File: config.mk
export PLATFORM = sky130hd
export DESIGN_NAME = matrix_input_parser
export DESIGN_NICKNAME = d
export VERILOG_FILES = /design/src/rtl/matrix_pkg.sv /design/src/rtl/ascii_digit_decode.sv /design/src/rtl/matrix_input_parser.sv
export SDC_FILE = /design/constraint.sdc
export NUM_CORES = 1
export LEC_CHECK = 0
export ABC_AREA = 1
export BUFFER_PORTS_ARGS = -buffer_cell sky130_fd_sc_hd__buf_2
export CELL_PAD_IN_SITES_DETAIL_PLACEMENT = 2
export CELL_PAD_IN_SITES_GLOBAL_PLACEMENT = 2
export CORE_AREA = 2 2 248 250
export DETAILED_ROUTE_END_ITERATION = 12
export DIE_AREA = 0 0 250 252
export PLACE_DENSITY_LB_ADDON = 0.2
export SYNTH_ARGS = -nofsm -noshare
export SYNTH_HDL_FRONTEND = slang
export SYNTH_HIERARCHICAL = 1
export SYNTH_SLANG_ARGS = --single-unit
File: constraint.sdc
create_clock -name clk -period 2.11 [get_ports clk]
set_clock_uncertainty 0.1 [all_clocks]
set_input_delay 0.422 -clock clk [delete_from_list [all_inputs] [get_ports clk]]
set_output_delay 0.422 -clock clk [all_outputs]
set_load 0.005 [all_outputs]
File: src/rtl/matrix_pkg.sv
`default_nettype none
// +----------------------------------------------------------------------------+
// | Package     : matrix_pkg                                                   |
// | Description : Shared matrix dimensions, ASCII codes, fault codes and parse |
// |               FSM encoding for the matrix input parser and print stage.    |
// | Revision    : 1.0 - initial release                                        |
// +----------------------------------------------------------------------------+
package matrix_pkg;

    localparam int MAX_DIM = 5;
    localparam int ELEM_W  = 8;

    localparam logic [7:0] c_ascii_space = 8'h20;
    localparam logic [7:0] c_ascii_cr    = 8'h0D;
    localparam logic [7:0] c_ascii_lf    = 8'h0A;
    localparam logic [7:0] c_ascii_zero  = 8'h30;
    localparam logic [7:0] c_ascii_nine  = 8'h39;

    typedef enum logic [1:0] {
        ERR_NONE    = 2'd0,
        ERR_ILLEGAL = 2'd1,
        ERR_DIM     = 2'd2,
        ERR_TIMEOUT = 2'd3
    } err_code_t;

    typedef enum logic [1:0] {
        S_HEIGHT = 2'd0,
        S_WIDTH  = 2'd1,
        S_ELEM   = 2'd2
    } parse_state_t;

endpackage : matrix_pkg
`default_nettype wire

File: src/rtl/ascii_digit_decode.sv
`default_nettype none
// +----------------------------------------------------------------------------+
// | Module      : ascii_digit_decode                                           |
// | Description : Classifies a received ASCII byte as separator or decimal     |
// |               digit and returns the digit's binary value.                  |
// | Revision    : 1.0 - initial release                                        |
// +----------------------------------------------------------------------------+
module ascii_digit_decode (
    input  logic [7:0] rx_data,
    output logic       is_sep,
    output logic       is_digit,
    output logic [3:0] value
);
    import matrix_pkg::*;

    logic [7:0] w_diff;

    always_comb begin
        is_sep   = (rx_data == c_ascii_space) ||
                   (rx_data == c_ascii_cr)    ||
                   (rx_data == c_ascii_lf);
        is_digit = (rx_data >= c_ascii_zero) && (rx_data <= c_ascii_nine);
        w_diff   = rx_data - c_ascii_zero;
        value    = is_digit ? w_diff[3:0] : 4'd0;
    end

endmodule : ascii_digit_decode
`default_nettype wire

File: src/rtl/matrix_input_parser.sv
`default_nettype none
// +----------------------------------------------------------------------------+
// | Module      : matrix_input_parser                                          |
// | Description : Parses "H W e0 e1 ..." ASCII digit streams into a row-major  |
// |               matrix and commits it atomically with a done pulse.          |
// | Revision    : 1.0 - initial release                                        |
// +----------------------------------------------------------------------------+
module matrix_input_parser #(
    parameter int MAX_DIM        = matrix_pkg::MAX_DIM,
    parameter int ELEM_W         = matrix_pkg::ELEM_W,
    parameter int TIMEOUT_CYCLES = 50_000_000
) (
    input  logic                              clk,
    input  logic                              rst_n,
    input  logic [7:0]                        rx_data,
    input  logic                              rx_valid,
    input  logic                              clear,
    output logic [MAX_DIM*MAX_DIM*ELEM_W-1:0] data_output,
    output logic [2:0]                        width,
    output logic [2:0]                        height,
    output logic                              busy,
    output logic                              done,
    output logic                              error,
    output logic [1:0]                        err_code
);
    import matrix_pkg::*;

    localparam int                c_slots    = MAX_DIM * MAX_DIM;
    localparam int                c_to_w     = $clog2(TIMEOUT_CYCLES + 1);
    localparam logic [c_to_w-1:0] c_to_last  = c_to_w'(TIMEOUT_CYCLES - 1);
    localparam logic [c_to_w-1:0] c_to_one   = c_to_w'(1);
    localparam logic [3:0]        c_max_dim  = 4'(MAX_DIM);

    logic                      w_is_sep;
    logic                      w_is_digit;
    logic [3:0]                w_value;

    parse_state_t              r_state;
    logic [2:0]                r_h_shadow;
    logic [2:0]                r_w_shadow;
    logic [4:0]                r_total;
    logic [4:0]                r_idx;
    logic [ELEM_W-1:0]         r_shadow [c_slots];
    logic [c_to_w-1:0]         r_to_cnt;

    logic [c_slots*ELEM_W-1:0] r_data;
    logic [2:0]                r_width;
    logic [2:0]                r_height;
    logic                      r_busy;
    logic                      r_done;
    logic                      r_error;
    err_code_t                 r_err_code;

    logic                      w_byte;
    logic                      w_digit;
    logic                      w_illegal;
    logic                      w_dim_ok;
    logic                      w_dim_fault;
    logic                      w_timeout;
    logic                      w_fault;
    logic                      w_elem_wr;
    logic                      w_commit;
    logic                      w_shadow_clr;
    err_code_t                 w_fault_code;
    logic [c_slots*ELEM_W-1:0] w_commit_data;

    ascii_digit_decode u_decode (
        .rx_data  (rx_data),
        .is_sep   (w_is_sep),
        .is_digit (w_is_digit),
        .value    (w_value)
    );

    // clear wins over the byte: a dropped byte can neither fault nor commit
    always_comb begin
        w_byte       = rx_valid && !clear;
        w_digit      = w_byte && w_is_digit;
        w_illegal    = w_byte && !w_is_digit && !w_is_sep;
        w_dim_ok     = (w_value != 4'd0) && (w_value <= c_max_dim);
        w_dim_fault  = w_digit && (r_state != S_ELEM) && !w_dim_ok;
        w_timeout    = !clear && (r_state != S_HEIGHT) && !w_digit &&
                       (r_to_cnt == c_to_last);
        w_fault      = w_illegal || w_dim_fault || w_timeout;
        w_elem_wr    = w_digit && (r_state == S_ELEM);
        w_commit     = w_elem_wr && (r_idx == (r_total - 5'd1));
        w_shadow_clr = clear || w_fault || w_commit;

        w_fault_code = ERR_NONE;
        if (w_illegal) begin
            w_fault_code = ERR_ILLEGAL;
        end else if (w_dim_fault) begin
            w_fault_code = ERR_DIM;
        end else if (w_timeout) begin
            w_fault_code = ERR_TIMEOUT;
        end
    end

    // Commit image: includes the element arriving this cycle, unused slots zeroed
    for (genvar k = 0; k < c_slots; k++) begin : g_slot
        assign w_commit_data[k*ELEM_W +: ELEM_W] =
            (5'(k) >= r_total)                ? '0              :
            (w_elem_wr && (r_idx == 5'(k)))   ? ELEM_W'(w_value) :
                                                r_shadow[k];
    end

    always_ff @(posedge clk or negedge rst_n) begin
        if (!rst_n) begin
            r_state    <= S_HEIGHT;
            r_h_shadow <= '0;
            r_w_shadow <= '0;
            r_total    <= '0;
            r_idx      <= '0;
            r_to_cnt   <= '0;
            r_data     <= '0;
            r_width    <= '0;
            r_height   <= '0;
            r_busy     <= 1'b0;
            r_done     <= 1'b0;
            r_error    <= 1'b0;
            r_err_code <= ERR_NONE;
            for (int k = 0; k < c_slots; k++) begin
                r_shadow[k] <= '0;
            end
        end else begin
            r_done  <= 1'b0;
            r_error <= 1'b0;

            for (int k = 0; k < c_slots; k++) begin
                if (w_shadow_clr) begin
                    r_shadow[k] <= '0;
                end else if (w_elem_wr && (r_idx == 5'(k))) begin
                    r_shadow[k] <= ELEM_W'(w_value);
                end
            end

            if (clear || w_fault) begin
                r_state  <= S_HEIGHT;
                r_idx    <= '0;
                r_to_cnt <= '0;
                r_busy   <= 1'b0;
                if (w_fault) begin
                    r_error    <= 1'b1;
                    r_err_code <= w_fault_code;
                end
            end else begin
                if ((r_state == S_HEIGHT) || w_digit) begin
                    r_to_cnt <= '0;
                end else begin
                    r_to_cnt <= r_to_cnt + c_to_one;
                end

                case (r_state)
                    S_HEIGHT: begin
                        if (w_digit) begin
                            r_h_shadow <= w_value[2:0];
                            r_state    <= S_WIDTH;
                            r_busy     <= 1'b1;
                        end
                    end
                    S_WIDTH: begin
                        if (w_digit) begin
                            r_w_shadow <= w_value[2:0];
                            r_total    <= {2'b00, r_h_shadow} * {2'b00, w_value[2:0]};
                            r_idx      <= '0;
                            r_state    <= S_ELEM;
                        end
                    end
                    S_ELEM: begin
                        if (w_commit) begin
                            r_data   <= w_commit_data;
                            r_width  <= r_w_shadow;
                            r_height <= r_h_shadow;
                            r_idx    <= '0;
                            r_state  <= S_HEIGHT;
                            r_busy   <= 1'b0;
                            r_done   <= 1'b1;
                        end else if (w_elem_wr) begin
                            r_idx <= r_idx + 5'd1;
                        end
                    end
                    default: begin
                        r_state <= S_HEIGHT;
                        r_busy  <= 1'b0;
                    end
                endcase
            end
        end
    end

    assign data_output = r_data;
    assign width       = r_width;
    assign height      = r_height;
    assign busy        = r_busy;
    assign done        = r_done;
    assign error       = r_error;
    assign err_code    = r_err_code;

endmodule : matrix_input_parser
`default_nettype wire

==> reports/results.ini <==
[clocking]
cts_tree=yes
clockRootBuffer=clkbuf_16
numCtsBuffers=51
h-tree-depth=2
clk_pin_slew_ns=0.07
cts.sinks=455
clk_latency_ns=0.59
cts_max_path_buffers=3

[placement]
dpl_cell_area_um2=22400
dp_hpwl_mm=45.9
gp_congestion=0.825
portBuffers=222

[sta]
tightest_slew_ns=0.886
finalWorstSetupSlack_ns=-0.330
fin_crit_ns=2.44
fin_hold_ws_ns=0.272
hold_viol=0
fmax_ghz=0.410
max_slew_margin_pct=40.9
timing.setup.tns_ns=-71.14
setup_violations=420
slew_violations=0
rsz0062_at_grt=true
finalCritPeriodShare_pct=116

[layout]
fillCellCount=6399
multi_input_area_um2=7870
drive_gt1_share_pct=32.0
final_net_count=2589
fin_area_um2=26900
syn_to_final_growth_pct=41.0
post-route-util_pct=44.8
regArea_um2=11400
n_antenna_cell=0

[yosys]
yosysTopAreaCell=dfrtp_1
synth_nets=2148
synth-edff-count=0
synth_common_cells=nand2_1 (580), dfrtp_1 (455), nor2_1 (297)
yosys_most_used_dff=dfrtp_1
syn_inst=2122
ys_ff_latch=455
avgSynthCellArea_um2=8.99
yosys_warnings=6
yosysMostFrequentCell=nand2_1
ys_seq_area_share_pct=59.7
synth_area_leaders=dfrtp_1 (60%), nand2_1 (11%), nor2_1 (5.8%)
synth_area_um2=19100
synth_top_area_share_pct=59.7
synthDistinctLibCells=41
ys_async_sr_fraction_pct=100

[worst_setup_path]
crit_fanout=17
crit_type=register to register
max_stage_delay_ns=0.37
worstPathArrival_ns=2.82
start_kind=register
crit_path_end_kind=register
cpMostUsedCell=buf_12
crit_slowest_cell=dfrtp_1
required_ns=2.49
crit_chain=inv_2, ha_4, or2_4, nand4_1, nor2_2, nand3_4, nor2_4, buf_12, buf_12, inv_16, buf_12, o31ai_2

[global_route]
overflow=0
use_met1_pct=28.6
first_global_vias=19000
antenna_found_initial=0
grt_first_pass_wirelength_mm=112
grt_max_degree=55
top_usage_layer=met2
grtUsageTotal_pct=22.9
gr-usage-met3_pct=3.00
met2_usage_pct=41.2

[floorplan]
die_h_um=252
start_util_pct=31.7
pin_count=223
die_w_um=250
fp.coreArea_um2=60100
dieArea_um2=63000
rows=90

[route]
wl_per_cell_um=22.7
drc=0
vias_per_cell=5.03
routed_wirelength_mm=76.6
drtAntennaViolNets=0
drt-pass1-iter-count=4
num_vias=17000
drt_iter0_markers=758

[outcome]
outcome=finished with violations
violations=setup timing

[hold_path]
min_path_type=input port to asynchronous set/reset pin

[power_and_ir_drop]
p_leak_nw=12.8
p_per_area_nw_per_um2=667
ir_drop_v=0.000496

[run]
maxCapViolations=0

[critical path: cells and delay by family, from the launching register on]
family	cells	cell delay (ns)
flip-flops	1	0.37
AO/OA/AOI/OAI	1	0.29
adder cells (fa/ha/maj)	1	0.26
AND/OR/NAND/NOR	5	0.70
buffers and inverters	5	0.61
[timing repair]
action / in CTS / in global routing
endpoints found under the setup margin: 433 / 446
pin swaps: 14 / 20
resized for setup: 171 / 223
endpoints found under the hold margin: 30 / 0
gates cloned: 20 / 25
hold buffers: 1 / 0
buffers inserted: 19 / 6
[per-stage QoR]
| stage | cells | setup slack, ns | total power [W] |
|---|---|---|---|
| finish | 3382 | -0.330 | 0.0179 |
| floorplan | 2122 | -0.448 | 0.00904 |
| global route | 3382 | -0.420 | 0.0186 |
| detailed placement | 3225 | -0.779 | 0.00939 |
| global placement | 3225 | -0.700 | 0.00938 |
| CTS | 3354 | -0.203 | 0.0181 |
[final timing paths]
path                                   startpoint                     endpoint  cells after the start  slack, ns
setup reg to reg           r_total[1]$_DFFE_PN0P_  data_output[12]$_DFFE_PN0P_                     12      -0.33
max in group asynchronous                   rst_n      r_shadow[180]$_DFF_PN0_                      3       0.90
hold / removal                              rst_n      r_shadow[157]$_DFF_PN0_                      2       0.27
hold reg to reg              width[0]$_DFFE_PN0P_         width[0]$_DFFE_PN0P_                      2       0.38
min in group clk                            clear    r_h_shadow[2]$_DFFE_PN0P_                      5       0.32
setup / recovery           r_total[1]$_DFFE_PN0P_  data_output[12]$_DFFE_PN0P_                     12      -0.33
[routing by layer]
metal | part of all wire (%) | wire length [um] | vias up
met1 | 42 | 31900 | 8847
met2 | 52 | 40100 | 307
met3 | 3.3 | 2520 | 116
met4 | 2.8 | 2170 | 0
met5 | 0 | 0 | -
li1 | - | - | 7729
[kinds of logic (layout without fill, tap and decap cells)]
family | Yosys count | in the layout | share of synthesized area (%)
compound gates | 296 | 296 | 9.35
flops | 455 | 455 | 59.7
simple gates | 1072 | 1072 | 23.1
fa+ha+maj | 14 | 14 | 0.997
buf+inv | 273 | 751 | 6.34
xor+xnor | 12 | 12 | 0.551
[power by group]
part	internal (W)	total [W]	switching, W
clock	0.00483	0.00851	0.00368
sequential	0.00873	0.00874	0.00000372
combinational	0.000238	0.000689	0.000450
[flip-flops by register name (all words and copies together), names as in the netlist]
signal / cells
r_idx: 5
r_w_shadow: 3
r_shadow: 200
err_code: 2
busy: 1
r_h_shadow: 3
width: 3
data_output: 200
error: 1
height: 3
r_state: 2
r_to_cnt: 26
r_total: 5
done: 1
[placed cells by master, fill, tap and decap left out, types with 28 or more instances in the layout]
| cell type | Yosys | routed |
|---|---|---|
| buf_4 | 3 | 172 |
| clkbuf_16 | 0 | 71 |
| o21ai_1 | 42 | 49 |
| buf_12 | 0 | 28 |
| buf_2 | 41 | 221 |
| o21ai_0 | 104 | 91 |
| a21oi_1 | 34 | 32 |
| nor2_1 | 297 | 244 |
| o31ai_4 | 0 | 30 |
| inv_1 | 153 | 146 |
| o31ai_2 | 0 | 60 |
| nor2_4 | 5 | 42 |
| dfrtp_1 | 455 | 453 |
| nand2_1 | 580 | 518 |
| nand2_2 | 3 | 47 |
| nand3_1 | 124 | 122 |
[layout make-up]
| cell class | instances | share of cell area, % |
|---|---|---|
| inverter | 176 | 2.56 |
| multi-input combinational | 1394 | 29.2 |
| clock inverter | 8 | 0.163 |
| timing repair inverter | 2 | 0.149 |
| sequential | 455 | 42.3 |
| timing repair buffer | 483 | 16.4 |
| tap | 782 | 3.64 |
| clock buffer | 82 | 5.58 |
(Power assumes the default switching activity.)
